==> src/rtl/demux_1to4_b32_pkg.sv <==
// demux_1to4_b32_pkg: shared defaults and types for the buffered 1-to-4 demultiplexer
//   DEF_WIDTH : default data word width
//   DEF_DEPTH : default entries per channel FIFO (power of two, >= 2)
//   PTR_W     : pointer width for the default depth
//   sel_t     : 2-bit destination select {C1,C0}
//   word_t    : data word at the default width
package demux_pkg;
    localparam int DEF_WIDTH = 32;
    localparam int DEF_DEPTH = 2;
    localparam int PTR_W     = $clog2(DEF_DEPTH);
    typedef logic [1:0]           sel_t;
    typedef logic [DEF_WIDTH-1:0] word_t;
endpackage

==> src/rtl/demux_1to4_b32_chan_fifo.sv <==
// chan_fifo: per-channel FIFO with a zero-gated head word
//   clk   : clock, rising edge
//   rst_n : asynchronous active-low reset, clears pointers, count and storage
//   push  : write din this cycle (ignored when full)
//   din   : word to write
//   full  : count == DEPTH
//   pop   : consumer takes the head this cycle (ignored when empty)
//   dout  : head word, forced to 0 when empty
//   valid : count != 0
module chan_fifo
    import demux_pkg::*;
#(
    parameter int WIDTH = DEF_WIDTH,
    parameter int DEPTH = DEF_DEPTH
) (
    input  logic             clk,
    input  logic             rst_n,
    input  logic             push,
    input  logic [WIDTH-1:0] din,
    output logic             full,
    input  logic             pop,
    output logic [WIDTH-1:0] dout,
    output logic             valid
);
    localparam int AW = $clog2(DEPTH);
    localparam logic [AW:0]   CNT_FULL = (AW+1)'(DEPTH);
    localparam logic [AW:0]   CNT_ONE  = (AW+1)'(1);
    localparam logic [AW-1:0] PTR_ONE  = AW'(1);

    logic [WIDTH-1:0] r_mem [DEPTH];
    logic [AW-1:0]    r_wr_ptr;
    logic [AW-1:0]    r_rd_ptr;
    logic [AW:0]      r_count;
    logic             w_push;
    logic             w_pop;

    assign full   = (r_count == CNT_FULL);
    assign valid  = (r_count != '0);
    assign w_push = push & ~full;
    assign w_pop  = pop & valid;
    assign dout   = valid ? r_mem[r_rd_ptr] : '0;

    always_ff @(posedge clk or negedge rst_n) begin
        if (!rst_n) begin
            for (int i = 0; i < DEPTH; i++) r_mem[i] <= '0;
            r_wr_ptr <= '0;
            r_rd_ptr <= '0;
            r_count  <= '0;
        end else begin
            if (w_push) begin
                r_mem[r_wr_ptr] <= din;
                r_wr_ptr        <= r_wr_ptr + PTR_ONE;
            end
            if (w_pop) r_rd_ptr <= r_rd_ptr + PTR_ONE;
            // simultaneous push and pop leaves the count unchanged
            if (w_push & ~w_pop) r_count <= r_count + CNT_ONE;
            else if (w_pop & ~w_push) r_count <= r_count - CNT_ONE;
        end
    end
endmodule

==> src/rtl/demux_1to4_b32.sv <==
// demux_1to4_b32: buffered 1-to-4 demultiplexer steering a valid/ready word stream into four channel FIFOs
//   clk      : clock, rising edge
//   rst_n    : asynchronous active-low reset
//   C1, C0   : destination select {C1,C0}, sampled when in_valid=1
//   in_valid : producer has a word on I
//   in_ready : selected channel is not full (independent of in_valid)
//   I        : input word
//   o_valid  : bit k set when channel k has a word on Ok
//   o_ready  : bit k set when consumer k takes Ok
//   O0..O3   : channel head words, 0 when the channel is empty
module demux_1to4_b32
    import demux_pkg::*;
#(
    parameter int WIDTH = DEF_WIDTH,
    parameter int DEPTH = DEF_DEPTH
) (
    input  logic             clk,
    input  logic             rst_n,
    input  logic             C1,
    input  logic             C0,
    input  logic             in_valid,
    output logic             in_ready,
    input  logic [WIDTH-1:0] I,
    output logic [3:0]       o_valid,
    input  logic [3:0]       o_ready,
    output logic [WIDTH-1:0] O0,
    output logic [WIDTH-1:0] O1,
    output logic [WIDTH-1:0] O2,
    output logic [WIDTH-1:0] O3
);
    sel_t             w_sel;
    logic [3:0]       w_full;
    logic [3:0]       w_push;
    logic [WIDTH-1:0] w_dout [4];

    assign w_sel    = {C1, C0};
    // no bypass: a full channel stays not-ready even if its consumer pops this cycle
    assign in_ready = ~w_full[w_sel];
    assign w_push   = (in_valid & in_ready) ? (4'b0001 << w_sel) : 4'b0000;

    for (genvar k = 0; k < 4; k++) begin : g_chan
        chan_fifo #(.WIDTH(WIDTH), .DEPTH(DEPTH)) u_fifo (
            .clk   (clk),
            .rst_n (rst_n),
            .push  (w_push[k]),
            .din   (I),
            .full  (w_full[k]),
            .pop   (o_ready[k]),
            .dout  (w_dout[k]),
            .valid (o_valid[k])
        );
    end

    assign O0 = w_dout[0];
    assign O1 = w_dout[1];
    assign O2 = w_dout[2];
    assign O3 = w_dout[3];
endmodule

==> config.mk <==
export PLATFORM = sky130hd
export DESIGN_NAME = demux_1to4_b32
export DESIGN_NICKNAME = d
export VERILOG_FILES = /design/src/rtl/demux_1to4_b32_pkg.sv /design/src/rtl/demux_1to4_b32_chan_fifo.sv /design/src/rtl/demux_1to4_b32.sv
export SDC_FILE = /design/constraint.sdc
export NUM_CORES = 1
export LEC_CHECK = 0
export ABC_AREA = 0
export CORE_MARGIN = 3
export CORE_UTILIZATION = 50
export DETAILED_ROUTE_END_ITERATION = 12
export PLACE_DENSITY = 0.85
export SLEW_MARGIN = 10
export SYNTH_ARGS = -nofsm -noshare
export SYNTH_HDL_FRONTEND = slang
export SYNTH_SLANG_ARGS = --single-unit
==> constraint.sdc <==
create_clock -name clk -period 3.65 [get_ports clk]
set_input_delay 0.73 -clock clk [delete_from_list [all_inputs] [get_ports clk]]
set_output_delay 0.73 -clock clk [all_outputs]
set_load 0.005 [all_outputs]
==> flow_metrics.tcl <==
set metrics [dict create \
    timing.reg2reg.setup_slack_ns 1.44 \
    reg2regPathDepth 7 \
    critPathBufInv 2 \
    synth_edf_count 0 \
    stdcell_count 1416 \
    drt_iter0_markers 455 \
    ys_seq_area_share_pct 55.13 \
    ys_warn_count 0 \
    rsz0062_at_grt "no" \
    min_period_ns 3.173 \
    cts_made_buffers 29 \
    first_pass_iters 4 \
    tightest_slew_ns 0.9357 \
    dp_worst_setup_slack_ns 0.6810 \
    avgSynthCellArea_um2 13.61 \
    setup_viol 0 \
    grt_max_degree 105 \
    crit_path_end_kind "output pin" \
    crit_family "buffers and inverters" \
    num-nets-final 1120 \
    synthToLayoutAreaGrowth_pct 24.87 \
    grt_pass1_wl_um 45870 \
    period_share_pct 86.93 \
    relSlewSlack_pct 37.47 \
    n_antenna_cell 0 \
    num_vias 7712 \
    drcViolationCount 0 \
    die_area_um2 26610 \
    design.core.area_um2 23890 \
    io_buffer_count 173 \
    grt.overflow.total 0 \
    synth_area_um2 12350 \
    worst-path-max-fanout 26 \
    grt_pass1_vias 8206 \
    wirelength_um 28870 \
    cp_cell_sequence "nor2_4 -> buf_4 -> nor2_1 -> clkdlybuf4s50_1" \
    setup_slack_ns 0.4772 \
    gp_congestion 0.8111 \
    hold_class "primary input to async pin" \
    pin_count 174 \
    fmaxAchievable_mhz 315.2 \
    numPlacedInstances 1363 \
    max_stage_delay_ns 0.63 \
    status "finished, final reports clean" \
    synth.net_count 952 \
    ir_drop_mv 0.5670 \
    critical-path-slowest-cell "nor2_4" \
    startpoint_type "flip-flop" \
    avgRoutedWirePerCell_um 20.39 \
    whs_ns 0.2108 \
    chipHeight_um 163.1 \
    h-tree-depth 1 \
    ys_types 28 \
    leakagePower_nw 7.034 \
    power_density_nw_per_um2 991.5 \
    grt_util_all_layers_pct 21.75 \
    path_clk_slew_ns 0.06 \
    worst_skew_pair.late_latency_ns 0.54 \
    synth.most_common_cell "dfrtp_1" \
    yosys-top-cells-area "dfrtp_1, mux2_2, mux2i_1" \
    rows 56 \
    drv_slew 0 \
    async_reset_ff_share_pct 100.0 \
    antenna_found_initial 0 \
    rr_endpoint "g_chan[1].u_fifo.r_count[1]" \
    ys.flop_type "dfrtp_1" \
    maxCapViolations 0 \
    arrival_ns 2.44 \
    synth-seq-cells 272 \
    cts.sinks 272 \
    synth_top_cells_by_count "dfrtp_1, mux2_2, nor2_1, mux2i_1, buf_2" \
    final_antenna_net_count 0 \
    power.total_w 0.01528 \
    rr_startpoint "g_chan[1].u_fifo.r_count[1]" \
    post-dp-hpwl_um 19320 \
    hold_violations 0 \
    cts_resized 0 \
    netlist_instances 907 \
    fin_setup_tns_ns 0 \
    initial_core_util_pct 51.67 \
    hold_buffers 0 \
    vias_per_cell 5.446 \
    crit_required_ns 2.92 \
    cts_tree "yes" \
    n_fill_cell 1738 \
    yosysTopAreaCellShare_pct 55.13 \
    synth_largest_area_cell "dfrtp_1" \
    post-cts-setup-buffer-count 0 \
    layout-drive-gt1-share_pct 31.27 \
    die_w_um 163.1 \
    cts_max_path_buffers 3 \
    cts_root_buf "clkbuf_16" \
    path_class "flip-flop to output pin" \
    finClkSkew_ns 0.01723 \
]
-- where the power goes --
group / switching, W / total (W) / internal, W
Sequential: 0.000952 / 0.00549 / 0.00453
Combinational: 0.00273 / 0.00690 / 0.00417
Clock: 0.00116 / 0.00290 / 0.00174
Total: 0.00484 / 0.0153 / 0.0104
-- worst reg2reg max path, cell delays in order (launching register included) --
cell     delay, ns
dfrtp_1       0.42
nor2_4        0.74
inv_1         0.17
nand2_1       0.21
ha_1          0.19
xor2_1        0.15
nor2_1        0.06
xor2_1        0.13
-- through the flow --
stage	cell area [um2]	utilization (%)
finish	15420	64.52
global route	15420	64.52
CTS	15420	64.52
detailed placement	14460	60.52
global placement	14460	60.52
floorplan	12350	-
-- cells by family after synthesis --
family                     synth area share (%)
buffers and inverters                     2.655
DFF                                       55.13
xor gates and xnor gates                  1.419
adders and majority gates                0.4054
muxes                                     34.90
and+or+nand+nor                           5.483
-- metal layers --
metal  vias up  wire, um  global-route usage (%)  part of all wire [%]
li1       3479         -                       -                     -
met1      3948     12660                   29.39                    44
met2       239     14190                   37.59                    49
met3        46      1423                   2.942                   4.9
met4         0       606                   5.113                   2.1
met5         -         0                       0                     0
-- how the worst max path moves through the flow --
stage,start,to,slack [ns],cells after the start
2_1_floorplan,C0,in_ready,1.43,3
3_3_place_gp,C0,in_ready,0.67,4
3_5_place_dp,C0,in_ready,0.68,4
4_1_cts,g_chan[0].u_fifo.r_count[0],O0[14],0.41,4
5_1_grt,g_chan[0].u_fifo.r_count[1],O0[12],0.36,4
6_report,g_chan[0].u_fifo.r_count[0],O0[13],0.48,4
-- cell type report --
type	count	area (um2)	area share [%]
tap	319	399.1	2.589
multi-input combinational	571	5268	34.17
inverter	4	15.01	0.09739
clock inverter	11	111.4	0.7223
sequential	272	6812	44.18
clock buffer	42	844.6	5.478
timing repair buffer	197	1967	12.76
-- flip-flops by register name, summed over array words and instances, names as in the netlist --
register,flops
g_chan.u_fifo.r_mem,256
g_chan.u_fifo.r_count,8
g_chan.u_fifo.r_rd_ptr,4
g_chan.u_fifo.r_wr_ptr,4
-- cell usage in the layout, fill, tap and decap left out, types with 5 or more instances in the layout --
cell type,n
mux2i_1,129
nor2_4,5
mux2_4,30
mux2_2,227
clkbuf_1,6
xor2_1,12
clkbuf_16,29
dfrtp_1,268
nor2_1,133
clkinv_2,7
xnor2_1,8
clkdlybuf4s50_1,172
clkbuf_8,7
buf_4,20
Note: power is estimated with default switching activity, not from simulation.
